**config.mk**
```make
export PLATFORM = sky130hd
export DESIGN_NAME = alu_sliced
export DESIGN_NICKNAME = d
export VERILOG_FILES = /design/src/rtl/alu_pkg.sv /design/src/rtl/alu_slice.sv /design/src/rtl/alu_sliced.sv
export SDC_FILE = /design/constraint.sdc
export NUM_CORES = 1
export LEC_CHECK = 0
export ABC_AREA = 1
export CAP_MARGIN = 20
export CELL_PAD_IN_SITES_DETAIL_PLACEMENT = 0
export CELL_PAD_IN_SITES_GLOBAL_PLACEMENT = 1
export CORE_AREA = 2 2 168 170
export DETAILED_ROUTE_END_ITERATION = 8
export DIE_AREA = 0 0 170 172
export PLACE_DENSITY = 0.77
export SETUP_SLACK_MARGIN = 0.3
export SLEW_MARGIN = 10
export SYNTH_ARGS = -nofsm -noshare
export SYNTH_HDL_FRONTEND = slang
export SYNTH_SLANG_ARGS = --single-unit
```
**constraint.sdc**
```tcl
create_clock -name clk -period 3.3 [get_ports clk]
set_input_delay 0.33 -clock clk [delete_from_list [all_inputs] [get_ports clk]]
set_output_delay 0.33 -clock clk [all_outputs]
set_load 0.005 [all_outputs]
```
**src/rtl/alu_pkg.sv**
```systemverilog
// Shared types and helpers for the sliced multi-cycle ALU.
package alu_pkg;

   typedef enum logic [1:0] {
      ALU_ADD = 2'b00,
      ALU_SUB = 2'b01,
      ALU_AND = 2'b10,
      ALU_OR  = 2'b11
   } alu_op_e;

   typedef enum logic [1:0] {
      IDLE = 2'b00,
      RUN  = 2'b01,
      DONE = 2'b10
   } alu_state_e;

   // Number of slice cycles needed to cover one operand.
   function automatic int unsigned num_slices(input int unsigned width, input int unsigned slice);
      return width / slice;
   endfunction

endpackage

```
**src/rtl/alu_slice.sv**
```systemverilog
// Combinational SLICE-bit ALU; SUB inverts b locally so the caller only supplies cin.
module alu_slice
   import alu_pkg::*;
#(
   parameter int unsigned SLICE = 16
) (
   input  logic [SLICE-1:0] a,
   input  logic [SLICE-1:0] b,
   input  logic             cin,
   input  alu_op_e          op,
   output logic [SLICE-1:0] s,
   output logic             cout
);

   logic [SLICE-1:0] w_b_eff;
   logic [SLICE:0]   w_sum;

   always_comb begin
      w_b_eff = (op == ALU_SUB) ? ~b : b;
      w_sum   = {1'b0, a} + {1'b0, w_b_eff} + (SLICE+1)'(cin);
      s       = w_sum[SLICE-1:0];
      cout    = w_sum[SLICE];
      case (op)
         ALU_AND: begin
            s    = a & b;
            cout = 1'b0;
         end
         ALU_OR: begin
            s    = a | b;
            cout = 1'b0;
         end
         default: ;
      endcase
   end

endmodule

```
**src/rtl/alu_sliced.sv**
```systemverilog
// Multi-cycle WIDTH-bit ALU processing SLICE bits per clock with a registered carry chain.
// Optional status flags (zero, ovf) are built only when ALU_SLICED_FLAGS_EN is defined.
module alu_sliced
   import alu_pkg::*;
#(
   parameter int unsigned WIDTH = 64,
   parameter int unsigned SLICE = 16
) (
   input  logic             clk,
   input  logic             rst,
   input  logic             in_valid,
   output logic             in_ready,
   input  logic [WIDTH-1:0] a,
   input  logic [WIDTH-1:0] b,
   input  logic             cin,
   input  logic [1:0]       op,
   output logic             out_valid,
   input  logic             out_ready,
   output logic [WIDTH-1:0] s,
   output logic             cout,
   output logic             zero,
   output logic             ovf
);

   localparam int unsigned N      = num_slices(WIDTH, SLICE);
   localparam int unsigned IDX_W  = (N > 1) ? $clog2(N) : 1;
   localparam int unsigned BASE_W = (WIDTH > 1) ? $clog2(WIDTH) : 1;

   if ((WIDTH % SLICE) != 0) begin : g_width_check
      $error("alu_sliced: WIDTH must be a multiple of SLICE");
   end

   alu_state_e       r_state;
   alu_state_e       w_next;
   logic [WIDTH-1:0] r_a;
   logic [WIDTH-1:0] r_b;
   logic [WIDTH-1:0] r_s;
   alu_op_e          r_op;
   logic             r_carry;
   logic [IDX_W-1:0] r_idx;
   logic             r_in_ready;
   logic             r_out_valid;

   logic              w_accept;
   logic              w_last;
   logic [BASE_W-1:0] w_base;
   logic [SLICE-1:0]  w_slice_s;
   logic              w_slice_c;

   assign w_accept = (r_state == IDLE) && in_valid && r_in_ready;
   assign w_last   = (r_idx == IDX_W'(N - 1));
   assign w_base   = BASE_W'(32'(r_idx) * SLICE);

   alu_slice #(.SLICE(SLICE)) u_slice (
      .a    (r_a[w_base +: SLICE]),
      .b    (r_b[w_base +: SLICE]),
      .cin  (r_carry),
      .op   (r_op),
      .s    (w_slice_s),
      .cout (w_slice_c)
   );

   always_ff @(posedge clk) begin
      if (rst) r_state <= IDLE;
      else     r_state <= w_next;
   end

   always_comb begin
      w_next = r_state;
      case (r_state)
         IDLE:    if (w_accept) w_next = RUN;
         RUN:     if (w_last) w_next = DONE;
         DONE:    if (out_ready) w_next = IDLE;
         default: w_next = IDLE;
      endcase
   end

   // Handshake outputs are registered from the next state so they line up with r_state.
   always_ff @(posedge clk) begin
      if (rst) begin
         r_a         <= '0;
         r_b         <= '0;
         r_s         <= '0;
         r_op        <= ALU_ADD;
         r_carry     <= 1'b0;
         r_idx       <= '0;
         r_in_ready  <= 1'b0;
         r_out_valid <= 1'b0;
      end else begin
         r_in_ready  <= (w_next == IDLE);
         r_out_valid <= (w_next == DONE);
         if (w_accept) begin
            r_a     <= a;
            r_b     <= b;
            r_op    <= alu_op_e'(op);
            r_carry <= cin;
            r_idx   <= '0;
         end else if (r_state == RUN) begin
            r_s[w_base +: SLICE] <= w_slice_s;
            r_carry              <= w_slice_c;
            r_idx                <= r_idx + IDX_W'(1);
         end
      end
   end

`ifdef ALU_SLICED_FLAGS_EN
   logic r_zero;
   logic r_ovf;
   logic w_arith;
   logic w_b_msb;
   logic w_ovf;

   assign w_arith = (r_op == ALU_ADD) || (r_op == ALU_SUB);
   assign w_b_msb = (r_op == ALU_SUB) ? ~r_b[WIDTH-1] : r_b[WIDTH-1];
   assign w_ovf   = w_arith && (r_a[WIDTH-1] == w_b_msb) && (w_slice_s[SLICE-1] != r_a[WIDTH-1]);

   // Zero accumulates across slices; overflow is judged on the top slice only.
   always_ff @(posedge clk) begin
      if (rst) begin
         r_zero <= 1'b0;
         r_ovf  <= 1'b0;
      end else if (w_accept) begin
         r_zero <= 1'b1;
         r_ovf  <= 1'b0;
      end else if (r_state == RUN) begin
         r_zero <= r_zero && (w_slice_s == '0);
         if (w_last) r_ovf <= w_ovf;
      end
   end

   assign zero = r_zero;
   assign ovf  = r_ovf;
`else
   assign zero = 1'b0;
   assign ovf  = 1'b0;
`endif

   assign in_ready  = r_in_ready;
   assign out_valid = r_out_valid;
   assign s         = r_s;
   assign cout      = r_carry;

endmodule

```
# [Word level (Yosys, flattened, before mapping)]
# Cells that the tools add are included.
[word_totals] elab_cells=46 output_inout_bits=69 in_bits=135 register_bits=201
[op_classes] bitwise_logic=4 reduce_logical=8 mux=10 shifts=4 eq_ne=7 addsub=4
[op_table] op="64-bit by 7-bit indexed part select with 16-bit output" count=2
[op_table] op="64-bit bitwise mux" count=1
[op_table] op="16-bit by 8-bit variable shift with 64-bit output, first input constant" count=1
[op_table] op="16-bit by 8-bit indexed part select with 64-bit output" count=1
[op_table] op="16-bit one-hot mux with 2 select lines" count=1
[op_table] op="16-bit by 16-bit adder with 17-bit output" count=1
[op_table] op="17-bit by 1-bit adder with 17-bit output" count=1
[op_table] op="16-bit bitwise AND" count=1
[op_table] op="16-bit 2-to-1 mux" count=1
[op_table] op="16-bit NOT" count=1
[op_table] op="16-bit OR" count=1
[op_table] op="2-bit == test, second input constant" count=5
[op_table] op="6-bit negation with 8-bit output" count=1
[op_table] op="2-bit 2-to-1 mux" count=3
[op_table] op="2-bit one-hot mux with 3 select lines" count=1
[op_table] op="2-bit by 1-bit == test with 1-bit output, second input constant" count=2
[op_table] op="2-bit zero test" count=2
[op_table] op="2-bit OR reduction" count=2
[op_table] op="1-bit 2-to-1 mux" count=3
[op_table] op="2-bit by 1-bit adder with 2-bit output, second input constant" count=1
[op_table] op="1-bit logical AND" count=2
[op_table] op="2-bit AND reduction" count=1
[op_table] op="2-bit nonzero test" count=1
[op_table] op="1-bit NOT" count=1

# [Depth between registers and ports, before layout]
# Gate-level depths: netlist of run 1.
[depth] word_depth=8 depth_mapped=23 ltp_nobuf=21

# [Hierarchy]
# From an unflattened synthesis of run 1, not the netlist that was laid out.
[unflattened] hier_cells=1503 area_unflattened_um2=9932.0
[by_module_without_submodules] module="alu_sliced" area_per_inst_um2=8433.1 instances=1 cells_per_inst=1220 seq_area_each_um2=4023.9
[by_module_without_submodules] module="alu_slice" area_per_inst_um2=1498.9 instances=1 cells_per_inst=283 seq_area_each_um2=0.0

# [Worst setup path after synthesis of run 1]
# No wires, ideal clock.
[synth_path] path_type="reg2reg" start="register r_idx[0]" end="register r_s[56] (netlist: s[56])" period_less_slack_ps=3028 path_slack_ps=272 n_path_buf=3 stages_incl_launch_ff=20 arrival_ps=2957 setup_time_ps=70 path_cell_list="dfxtp_1 buf_6 inv_6 buf_12 buf_6 nor2_1 o21ai_1 xor2_1 fa_1 fa_1 inv_1 nand3_1 nand3_1 a21oi_1 or2_2 nand3_1 nand2_1 nor2_2 nand3_1 a21oi_1"
[synth_between] elab_chain_len=8 elab_cells_between_ends=13 cone_classes="add/sub: 3; shift: 4; mux: 3; bitwise: 3"
[synth_rtl] item="from (decl)" line_no="alu_sliced.sv:40" rtl="logic [IDX_W-1:0] r_idx;"
[synth_rtl] item="from (signal assigned)" line_no="alu_sliced.sv:101" rtl="r_idx <= r_idx + IDX_W'(1);"
[synth_rtl] item="64-bit by 7-bit indexed part select with 16-bit output" line_no="alu_sliced.sv:56" rtl=".b (r_b[w_base +: SLICE]),"
[synth_rtl] item="16-bit NOT" line_no="alu_slice.sv:19" rtl="w_b_eff = (op == ALU_SUB) ? ~b : b;"
[synth_rtl] item="16-bit 2-to-1 mux" line_no="alu_slice.sv:19"
[synth_rtl] item="16-bit by 16-bit adder with 17-bit output" line_no="alu_slice.sv:20" rtl="w_sum = {1'b0, a} + {1'b0, w_b_eff} + (SLICE+1)'(cin);"
[synth_rtl] item="17-bit by 1-bit adder with 17-bit output" line_no="alu_slice.sv:20"
[synth_rtl] item="16-bit one-hot mux with 2 select lines" line_no="alu_slice.sv:23" rtl="case (op)"
[synth_rtl] item="16-bit by 8-bit indexed part select with 64-bit output" line_no="alu_sliced.sv:99" rtl="r_s[w_base +: SLICE] <= w_slice_s;"
[synth_rtl] item="64-bit bitwise mux *" line_no="alu_sliced.sv:99"
[synth_rtl] item="to (signal, indexed assignment)" line_no="alu_sliced.sv:99"
[synth_rtl] item="to (decl)" line_no="alu_sliced.sv:37" rtl="logic [WIDTH-1:0] r_s;"
# Every way passes the cells marked *; elsewhere a longest branch is shown, timed or not.
# A chain may end at the register's enable or synchronous reset.

# [Worst setup path after layout of run 1]
[layout_path] start="register r_idx[0]" end="register r_s[24] (netlist: s[24])"
# The elaborated chain is that of the path after synthesis.

==> metrics, run 1 <==
global-route wire length before repair=48.5 mm; setup-violating endpoint count in the final report=0; Syn Area/Cell=6.82 µm²; type of destination of the critical path=flop; Die ar.=29200 µm²; wire length reported by the detailed router=32.2 mm; kind of start point of the critical path=flop; cell taking the most area after synthesis=sky130_fd_sc_hd__dfxtp_1; EDFF count, synth=0; R2R setup slack=0.36 ns; core outline area=27500 µm²; RD Place Congestion=0.912; via density per instance=4.87; data arrival time of the worst path=3.39 ns; Final Slew Violations=0; proportion of register bits with asynchronous set or reset after synthesis=0%; power per cell area=503 nW/µm²; run status=completed; DRC violation count after routing=0; clock buffers created by TritonCTS=23; area added between synthesis and finish=39.1%; htree depth=1; CTS tree=yes; CTS root buf=sky130_fd_sc_hd__clkbuf_16; register area share after synthesis=41.1%; fraction of post-synthesis cell area in the top cell type by area=41.1%; number of buffers inserted for hold repair after clock tree synthesis=0; endpoints failing hold=0; static power due to leakage=0.00557 µW; RSZ-0062 raised after global routing=yes; GRT Overall Usage=21.0%; largest stage delay on the critical path=0.41 ns; remaining max-slew budget at the tightest pin=42.4%; hold slack=0.436 ns; total number of placement rows=61; shortest period the worst path allows=2.94 ns; cells after synthesis=1437; worst vdd ir=0.330 mV; dominant cell by count in the synthesized netlist=sky130_fd_sc_hd__nor2_1; maximum operating frequency=0.340 GHz; Crit path top cell by count=sky130_fd_sc_hd__nand3_2; antenna violation net count after detailed routing=0; clk sink count=201; Max Clock Skew=0.0273 ns; cell area after placement=12100 µm²; Yosys warning total=0; violation count after the first detailed-routing iteration=725; Period Utilization, post-route=89.1%; most instantiated cells after synthesis=sky130_fd_sc_hd__nor2_1 (326), sky130_fd_sc_hd__nand2_1 (256), sky130_fd_sc_hd__dfxtp_1 (201); final-layout setup total negative slack=0 ns; Setup Crit Path Kind=reg -> reg; die height=172 µm; Netlist cell types=40; Die Span X=170 µm; clock tree buffer depth=3; maximum number of pins on one net before global-route repair=116; effective utilization at floorplan=35.7%; Slowest cell on crit path=sky130_fd_sc_hd__fa_2; final design instance area without fill=13600 µm²; critical path, cell by cell=buf_6 > buf_4 > buf_6 > nand2_1 > nand3_2 > nand2_2 > inv_2 > fa_2 > fa_2 > inv_4 > nand3_4 > nand3_4 > a21oi_2 > or2_4 > nand3_2 > nand2_2 > nor2_4 > nand3_2 > a21oi_2; antenna diode count=0; clock transition at the registers of the reported paths=0.06 ns; top-level port count=204; total gr overflow=0; cells taking the most area after synthesis=sky130_fd_sc_hd__dfxtp_1 (41%), sky130_fd_sc_hd__nor2_1 (12%), sky130_fd_sc_hd__nand2_1 (9.8%); DP Wirelength=23.2 mm; slew at the pin closest to its max-slew limit=0.861 ns; clock latency reported for the late side of the worst-skew pair=0.52 ns; fraction of final layout cells sized beyond drive strength 1=13.5%; first-pass detailed-route iteration total=5; top flip-flop cell by instance count after synthesis=sky130_fd_sc_hd__dfxtp_1; initial antenna violation count=0; number of nets in the layout=1794; input/output buffers=201; number of max-cap violations=0; crit-path max FO=8; post-synthesis cell area=9800 µm²; routed length per instance=16.1 µm; via count of the first global-routing pass=8947; flip-flop and latch count after synthesis=201; Hold/Removal Path Class=in -> reg; worst path required time=3.75 ns; overall via count from detail_route=9733
-- worst paths after layout --
path,depth (start not counted),endpoint,from
min,3,r_b[50],b[50]
max,19,s[24],r_idx[0]
min reg2reg,2,r_a[35],r_a[35]
max reg2reg,19,s[24],r_idx[0]
-- cells by family (layout without fill, tap and decap cells) --
group | count (synthesis) | count (layout) | share of synthesized area [%]
DFF | 201 | 201 | 41.1
buffers and inverters | 186 | 401 | 8.27
other | 1 | 2 | 0.0383
adders and majority gates | 23 | 23 | 3.09
xor gates and xnor gates | 17 | 17 | 1.52
AOI/OAI and AO/OA | 324 | 324 | 17.8
and+or+nand+nor | 685 | 685 | 28.2
-- layout by cell type, fill, tap and decap left out, types with 5 or more instances in the layout --
master and instances:
sky130_fd_sc_hd__nand2_1 226, sky130_fd_sc_hd__xor2_1 15, sky130_fd_sc_hd__a21oi_1 75, sky130_fd_sc_hd__nand3_1 53
sky130_fd_sc_hd__buf_12 8, sky130_fd_sc_hd__a21oi_2 9, sky130_fd_sc_hd__nand3_2 13, sky130_fd_sc_hd__buf_4 42
sky130_fd_sc_hd__ha_1 16, sky130_fd_sc_hd__nand4_1 12, sky130_fd_sc_hd__nand2_2 31, sky130_fd_sc_hd__nor2_1 319
sky130_fd_sc_hd__o22ai_2 12, sky130_fd_sc_hd__clkbuf_8 5, sky130_fd_sc_hd__dfxtp_1 199, sky130_fd_sc_hd__o21ai_1 23
sky130_fd_sc_hd__o21ai_2 13, sky130_fd_sc_hd__clkinv_2 7, sky130_fd_sc_hd__clkdlybuf4s50_1 200, sky130_fd_sc_hd__nor2_2 12
sky130_fd_sc_hd__o21ai_0 178, sky130_fd_sc_hd__clkbuf_1 6, sky130_fd_sc_hd__clkbuf_16 25, sky130_fd_sc_hd__inv_1 88
-- what timing repair did --
action | CTS | global route
hold endpoints to repair | 0 | 0
pin swaps | 3 | 47
cloned | 1 | 5
buffers inserted | 2 | 20
setup endpoints to repair | 21 | 39
resized for setup | 12 | 112
-- area by class of cell --
cell class              instances  area [µm²]
flip-flops and latches        201        4030
clock buffers                  34         667
inverters                      97         382
repair buffers                260        2650
multi-input cells            1051        5360
repair inverters                2        17.5
well taps                     346         433
clock inverters                 8        93.8
fillers                      2764       13800
-- report_power, final --
part	switching, µW	leakage [µW]	internal (µW)
registers	83.2	0.00164	2570
logic	956	0.00355	679
clock network	1010	0.000379	1550
-- state kept, by name (all words and copies together) (netlist names) --
register	flops
in_ready	1
cout	1
r_a	64
s	64
out_valid	1
r_b	64
r_idx	2
r_state	2
r_op	2
-- worst max-delay path, delay by kind of cell, from the launching register on --
kind | cells | cell delay [ns]
compound gates | 2 | 0.21
fa+ha+maj | 2 | 0.79
buf+inv | 5 | 0.53
flops | 1 | 0.35
simple gates | 10 | 0.97
-- routing by layer --
layer,vias to the layer above,global-route usage [%],part of all wire (%)
met2,259,34.4,46
met1,4401,29.4,46
met4,0,5.13,1.9
met3,36,2.86,5.3
met5,-,0,0
li1,5037,-,-
-- stage by stage --
step / setup WS, ns / utilization (%) / total power (µW) / cells
final: 0.359 / 49.6 / 6850 / 1999
after floorplan: 0.309 / - / 3580 / 1438
after detailed placement: 0.00968 / 44.2 / 4110 / 1929
after global placement: 0.106 / 44.2 / 4100 / 1929
after global routing: 0.217 / 49.6 / 7200 / 1999
after CTS: 0.301 / 47.3 / 6680 / 1974
No activity file was read; power rests on OpenSTA's default activity.
==> run 2, diff against run 1 <==
--- a/config.mk
+++ b/config.mk
@@ -9,12 +9,15 @@
 export CAP_MARGIN = 20
 export CELL_PAD_IN_SITES_DETAIL_PLACEMENT = 0
 export CELL_PAD_IN_SITES_GLOBAL_PLACEMENT = 1
-export CORE_AREA = 2 2 168 170
+export CORE_AREA = 2 2 170 172
+export CTS_CLUSTER_DIAMETER = 50
+export CTS_CLUSTER_SIZE = 20
 export DETAILED_ROUTE_END_ITERATION = 8
-export DIE_AREA = 0 0 170 172
+export DIE_AREA = 0 0 172 174
 export PLACE_DENSITY = 0.77
 export SETUP_SLACK_MARGIN = 0.3
 export SLEW_MARGIN = 10
 export SYNTH_ARGS = -nofsm -noshare
 export SYNTH_HDL_FRONTEND = slang
+export SYNTH_HIERARCHICAL = 1
 export SYNTH_SLANG_ARGS = --single-unit
==> run 2 against run 1 <==
Net effect: clock skew down 0.0047 ns; largest cell class unchanged; largest power group is now the clock network; count of clock-buffer cells in the layout down 11; first-iteration DRC count down 3.0%; critical path type unchanged.
==> metrics, run 2 <==
run status=completed; slew at the pin closest to its max-slew limit=0.746 ns (-0.115 ns); critical path, cell by cell=inv_6 > buf_12 > o21ai_4 > o22ai_4 > xor2_2 > fa_2 > fa_2 > inv_2 > nand3_1 > nand3_2 > nand3_2 > nand3_2 > nand2_1 > nand3_2 > nand2_2 > inv_2 > nor2_2 > nand2_1 > nor2_1 > nor2_1 > nor2_1; Setup Crit Path Kind=reg -> reg; number of max-cap violations=0 (unchanged); GR met3 Demand/Resource=3.51% (+0.65 points); worst slack after detailed placement=-0.00958 ns (-0.0193 ns); register area share after synthesis=40.5% (-0.54 points); Netlist cell types=31 (-23%); cell taking the most area after synthesis=sky130_fd_sc_hd__dfxtp_1; Filler Cells Inserted=2939 (+6.3%); CTS tree=yes; Multi-input gate area=5600 µm² (+4.5%); r2r startpoint=r_idx[0]; total number of placement rows=62 (+1.6%); cells taking the most area after synthesis=sky130_fd_sc_hd__dfxtp_1 (41%), sky130_fd_sc_hd__nor2_1 (17%), sky130_fd_sc_hd__o21ai_0 (11%); number of buffers inserted for hold repair after clock tree synthesis=0 (unchanged); Most Crowded Layer GR=met2; final design instance area without fill=14300 µm² (+5.2%); cell area after placement=12600 µm² (+3.8%); post-synthesis cell area=9930 µm² (+1.3%); htree depth=1 (unchanged); worst path required time=3.71 ns (-0.04 ns); via density per instance=4.88 (+0.18%); kind of start point of the critical path=flop; effective utilization at floorplan=35.2% (-0.50 points); maximum number of pins on one net before global-route repair=106 (-8.6%); clock buffers created by TritonCTS=23 (unchanged); area added between synthesis and finish=44.4%; CTS root buf=sky130_fd_sc_hd__clkbuf_16; worst r2r dst=s[28]; data arrival time of the worst path=3.41 ns (+0.02 ns); Yosys warning total=6 (+6); routed length per instance=15.8 µm (-2.0%); DRC violation count after routing=0 (unchanged); clock latency reported for the late side of the worst-skew pair=0.54 ns (+0.02 ns); total gr overflow=0 (unchanged); overall via count from detail_route=10.4k (+7.1%); GRT Overall Usage=21.9% (+0.88 points); number of nets in the layout=1896 (+5.7%); core outline area=28200 µm² (+2.8%); Final Slew Violations=0 (unchanged); wire length reported by the detailed router=33.8 mm (+4.8%); crit-path max FO=9 (+1); Die Span X=172 µm (+1.2%); setup-violating endpoint count in the final report=0 (unchanged); Hold/Removal Path Class=in -> reg; most instantiated cells after synthesis=sky130_fd_sc_hd__nor2_1 (451), sky130_fd_sc_hd__o21ai_0 (222), sky130_fd_sc_hd__nand2_1 (207); type of destination of the critical path=flop; final-layout setup total negative slack=0 ns (unchanged); cells after synthesis=1503 (+4.6%); RSZ-0062 raised after global routing=yes; EDFF count, synth=0 (unchanged); remaining max-slew budget at the tightest pin=50.1% (+7.7 points); power per cell area=526 nW/µm² (+4.6%); DP Wirelength=24.7 mm (+6.5%); first-pass detailed-route iteration total=5 (unchanged); global routing usage on met2=36.4% (+2.0 points); launch point of the worst path=r_idx[0]; violation count after the first detailed-routing iteration=703 (-3.0%); antenna violation net count after detailed routing=0 (unchanged); commonest non-fill, non-tap cells in the layout=sky130_fd_sc_hd__nor2_1 (425), sky130_fd_sc_hd__clkdlybuf4s50_1 (201), sky130_fd_sc_hd__dfxtp_1 (199); met1 global-route usage=29.7% (+0.32 points); Syn Area/Cell=6.61 µm² (-3.1%); global-route wire length before repair=51.8 mm (+6.8%); clock tree buffer depth=3 (unchanged); fraction of post-synthesis cell area in the top cell type by area=40.5% (-0.54 points); clock transition at the registers of the reported paths=0.08 ns (+0.02 ns); Slowest cell on crit path=sky130_fd_sc_hd__fa_2; endpoint of the most critical setup path=s[28]; antenna diode count=0 (unchanged); Die ar.=29900 µm² (+2.4%); maximum operating frequency=0.334 GHz (-1.8%); largest stage delay on the critical path=0.42 ns (about the same); via count of the first global-routing pass=9681 (+8.2%); top flip-flop cell by instance count after synthesis=sky130_fd_sc_hd__dfxtp_1; Period Utilization, post-route=90.8% (+1.6 points); endpoints failing hold=0 (unchanged); shortest period the worst path allows=3.00 ns (+0.0544 ns); R2R setup slack=0.30 ns (-0.05 ns); fraction of final layout cells sized beyond drive strength 1=16.2% (+2.7 points); storage element area=4030 µm² (about the same); fraction of the core area covered by cells at the end of the flow=50.8% (+1.2 points); static power due to leakage=0.00592 µW (+6.2%); most frequent standard cell in the layout excluding fill and tap cells=sky130_fd_sc_hd__nor2_1; RD Place Congestion=0.925 (+1.4%); die height=174 µm (+1.2%); r2r worst-path depth=21 (+2); final setup margin=0.304 ns (-0.0544 ns); dominant cell by count in the synthesized netlist=sky130_fd_sc_hd__nor2_1; top-level port count=204 (unchanged); proportion of register bits with asynchronous set or reset after synthesis=0% (unchanged); Max Clock Skew=0.0226 ns (-0.00473 ns); clk sink count=201 (unchanged); flip-flop and latch count after synthesis=201 (unchanged); input/output buffers=201 (unchanged); worst vdd ir=0.284 mV (-14%); initial antenna violation count=0 (unchanged); Crit path top cell by count=sky130_fd_sc_hd__nand3_2
==> run 2: cell types whose count changed after synthesis, moves of 10 or more <==
cell	delta
sky130_fd_sc_hd__o21ai_1	-24
sky130_fd_sc_hd__nand3_1	-12
sky130_fd_sc_hd__a21oi_1	-24
sky130_fd_sc_hd__o21ai_0	+34
sky130_fd_sc_hd__buf_2	+12
sky130_fd_sc_hd__nand2_1	-49
sky130_fd_sc_hd__o22ai_2	-10
sky130_fd_sc_hd__xnor2_1	+14
sky130_fd_sc_hd__nand4_1	-10
sky130_fd_sc_hd__xor2_1	-15
sky130_fd_sc_hd__nor2_1	+125
sky130_fd_sc_hd__o22ai_1	+29
==> run 2: cell families after synthesis <==
group	after synthesis	share of synthesized area (%)
XOR/XNOR	16	1.41
adder cells (fa/ha/maj)	23	3.05
AND/OR/NAND/NOR	743	30.0
buffers and inverters	195	8.13
flip-flops	201	40.5
AO/OA/AOI/OAI	324	16.9
other	1	0.0378
==> run 2: worst min path at each step <==
stage / from / end / cells after the start
floorplan: r_b[32] / r_b[32] / 2
global placement: s[41] / s[41] / 2
detailed placement: s[43] / s[43] / 2
CTS: b[22] / r_b[22] / 3
global route: b[22] / r_b[22] / 3
finish: b[22] / r_b[22] / 3
==> run 2: where the power goes <==
| group | switching [µW] | total (µW) | internal, µW |
|---|---|---|---|
| combinational | 1130 | 2070 | 948 |
| clock | 1240 | 2790 | 1540 |
| sequential | 104 | 2680 | 2580 |
==> run 2: metal layers <==
layer | up-vias | wire length [µm]
li1 | 5302 | -
met1 | 4827 | 15300
met2 | 248 | 16000
met3 | 51 | 1730
met4 | 0 | 675
met5 | - | 0
==> run 2: final cells by class <==
| type | count | area share, % |
|---|---|---|
| Timing Repair Buffer | 300 | 20.8 |
| Multi-Input combinational cell | 1108 | 39.1 |
| Tap cell | 384 | 3.35 |
| Inverter | 104 | 2.78 |
| Sequential cell | 201 | 28.1 |
| Clock buffer | 23 | 4.01 |
| Clock inverter | 18 | 1.88 |
==> run 2: stage by stage <==
step                std cells  total power, µW  hold slack, ns
global route             2138             7910           0.413
CTS                      2111             7320           0.386
detailed placement       2066             4470           0.455
floorplan                1504             3670           0.449
finish                   2138             7540           0.403
global placement         2066             4460           0.454
==> run 2: critical path, delay by kind of cell (launching register included) <==
kind	cells	cell delay (ns)
simple gates	12	0.84
fa+ha+maj	2	0.79
flops	1	0.40
buf+inv	4	0.38
compound gates	2	0.25
xor+xnor	1	0.19
==> run 2: timing repair <==
action | 4_1_cts | 5_1_grt
resized for setup | 26 | 149
buffers inserted | 2 | 22
pin swaps | 5 | 51
cloned | 2 | 5
setup endpoints to repair | 36 | 56
==> run 3, diff against run 2 <==
--- a/config.mk
+++ b/config.mk
@@ -15,6 +15,7 @@
 export DETAILED_ROUTE_END_ITERATION = 8
 export DIE_AREA = 0 0 172 174
 export PLACE_DENSITY = 0.77
+export REMOVE_ABC_BUFFERS = 1
 export SETUP_SLACK_MARGIN = 0.3
 export SLEW_MARGIN = 10
 export SYNTH_ARGS = -nofsm -noshare
==> run 3 against run 2 <==
Net effect: hold slack improved by 0.013 ns; cell count fell by 1.4%; total power decreased by 2.6%; setup slack better by 0.038 ns; first-iteration DRC count fell by 19%; clock power is essentially flat; core utilization fell by 0.58 points; cell area fell by 1.2%; critical path depth is 3 lower; non-clock buffer count is 33 lower; register-to-register slack gained 0.04 ns; routed wire length is 5.2% lower; largest cell class unchanged; largest power group unchanged.
==> metrics, run 3 (synthesis gave the netlist of run 2 again) <==
RSZ-0062 raised after global routing=yes; clock latency reported for the late side of the worst-skew pair=0.53 ns (about the same); maximum operating frequency=0.338 GHz (+1.3%); sw frac=31.5% (-1.3 points); first-pass detailed-route iteration total=5 (unchanged); worst path required time=3.76 ns (+0.05 ns); Setup Crit Path Kind=reg -> reg; setup-violating endpoint count in the final report=0 (unchanged); run status=completed; fraction of the core area covered by cells at the end of the flow=50.2% (-0.58 points); Hold/Removal Path Class=in -> reg; total number of placement rows=62 (unchanged); clk sink count=201 (unchanged); critical path, cell by cell=inv_8 > o21ai_1 > o22ai_2 > xor2_1 > fa_2 > fa_2 > inv_2 > nand3_2 > nand3_4 > nand2_2 > nand3_2 > nor2_2 > o21ai_2 > buf_4 > nand3_1 > nand2_1 > nand2_1 > nor2_1; commonest non-fill, non-tap cells in the layout=sky130_fd_sc_hd__nor2_1 (436), sky130_fd_sc_hd__clkdlybuf4s50_1 (201), sky130_fd_sc_hd__dfxtp_1 (199); GRT Overall Usage=20.4% (-1.5 points); top-level port count=204 (unchanged); r2r startpoint=r_idx[0]; kind of start point of the critical path=flop; remaining max-slew budget at the tightest pin=44.3% (-5.8 points); type of destination of the critical path=flop; Die Span X=172 µm (unchanged); clock transition at the registers of the reported paths=0.07 ns (about the same); fraction of power consumed by sequential logic=36.4% (+0.8 points); clock tree buffer depth=3 (unchanged); share of power burned in combinational logic=25.9% (-1.6 points); hold slack=0.416 ns (+0.0135 ns); antenna diode count=0 (unchanged); crit-path max FO=13 (+4); violation count after the first detailed-routing iteration=572 (-19%); number of nets in the layout=1864 (-1.7%); routed length per instance=15.2 µm (-3.9%); r2r worst-path depth=18 (-14%); die height=174 µm (unchanged); largest stage delay on the critical path=0.43 ns (about the same); effective utilization at floorplan=35.2% (unchanged); R2R setup slack=0.34 ns (+0.04 ns); number of max-cap violations=0 (unchanged); clock buffers created by TritonCTS=24 (+4.3%); Slowest cell on crit path=sky130_fd_sc_hd__fa_2; hold depth=3 (unchanged); number of buffers inserted for hold repair after clock tree synthesis=0 (unchanged); RD Place Congestion=0.843 (-8.8%); input/output buffers=201 (unchanged); DP Wirelength=21.7 mm (-12%); CP bufs+invs=3 (-1); overall via count from detail_route=10.2k (-2.2%); wire length reported by the detailed router=32.0 mm (-5.2%); Max Clock Skew=0.0171 ns (-0.00546 ns); final setup margin=0.342 ns (+0.0377 ns); slew at the pin closest to its max-slew limit=0.834 ns (+0.0875 ns); worst slack after detailed placement=0.0202 ns (+0.0298 ns); static power due to leakage=0.00576 µW (-2.6%); shortest period the worst path allows=2.96 ns (-0.0377 ns); power per cell area=518 nW/µm² (-1.5%); area added between synthesis and finish=42.7%; data arrival time of the worst path=3.42 ns (about the same); DRC violation count after routing=0 (unchanged); share of power burned in the clock network=37.6% (+0.7 points); Die ar.=29900 µm² (unchanged); worst r2r dst=s[8]; Period Utilization, post-route=89.6% (-1.1 points); most frequent standard cell in the layout excluding fill and tap cells=sky130_fd_sc_hd__nor2_1; maximum number of pins on one net before global-route repair=123 (+16%); Min-Delay Startpoint=b[26]; Final Slew Violations=0 (unchanged); internal power consumption=5030 µW (-0.68%); initial antenna violation count=0 (unchanged); via density per instance=4.84 (-0.84%); endpoints failing hold=0 (unchanged); htree depth=1 (unchanged); global-route wire length before repair=49.1 mm (-5.3%); cell class contributing the biggest share of worst-path delay=adder cells; terminating pin of the worst hold path=r_b[26]; antenna violation net count after detailed routing=0 (unchanged); fraction of final layout cells sized beyond drive strength 1=14.1% (-2.1 points); total gr overflow=0 (unchanged); core outline area=28200 µm² (unchanged); CTS tree=yes; worst vdd ir=0.339 mV (+19%); via count of the first global-routing pass=9497 (-1.9%); CTS root buf=sky130_fd_sc_hd__clkbuf_16; net switching component of the power=2310 µW (-6.6%)
-- run 3: changes by cell type in the layout (fill, tap and decap cells not counted), sizes merged --
cell,delta
buf,-34
inv,-6
clkinvlp,+5
bufbuf,+3
bufinv,+1
clkinv,+1
-- run 3: final cells by class --
class / count / area [µm²]
fill: 2916 / 14100
multi-input combinational: 1108 / 5630
sequential: 201 / 4030
timing repair buffer: 267 / 2790
clock buffer: 25 / 604
tap: 384 / 480
inverter: 104 / 404
clock inverter: 19 / 236
-- run 3: worst min-delay path: cells and delay by family --
kind | cells | cell delay (ns)
AND/OR/NAND/NOR | 1 | 0.04
AO/OA/AOI/OAI | 1 | 0.15
buffers and inverters | 1 | 0.39
-- run 3: power groups by stage --
stage	sequential [µW]	combinational, µW	clock [µW]
floorplan	2710	923	0
global placement	2720	1510	0
detailed placement	2720	1530	0
CTS	2670	1620	2810
global route	2690	2090	2910
finish	2670	1900	2760
-- run 3: repair_timing --
action | 4_1_cts | 5_1_grt
endpoints found under the setup margin | 43 | 48
pin swaps | 7 | 51
resized for setup | 24 | 137
cloned | 4 | 2
setup buffers | 12 | 17
hold endpoints to repair | 0 | 0
-- run 3: metrics by stage --
step           setup TNS, ns  total power, µW  std cells  cell area (µm²)
6_report                   0             7340       2108            14200
5_1_grt                    0             7690       2108            14200
4_1_cts                    0             7110       2089            13500
3_5_place_dp               0             4260       2029            12400
3_3_place_gp               0             4240       2029            12400
2_1_floorplan         -84.12             3630       1413             9520
-- run 3: how the worst max path moves through the flow --
stage | slack (ns) | startpoint | depth (start not counted) | endpoint
final | 0.34 | r_idx[0] | 18 | s[8]
after global routing | 0.17 | r_idx[0] | 21 | s[30]
after CTS | 0.30 | r_idx[0] | 21 | s[27]
after detailed placement | 0.02 | r_idx[0] | 18 | s[56]
after global placement | 0.11 | r_idx[0] | 18 | s[56]
after floorplan | -1.76 | r_idx[0] | 19 | s[24]
-- run 3: metal layers --
layer  track usage [%]  wire [µm]  vias up
met2              35.3      15500      256
met3              3.05       1430       39
met1              26.6      14400     4673
met4              4.66        619        0
met5                 0          0        -
li1                  -          -     5227
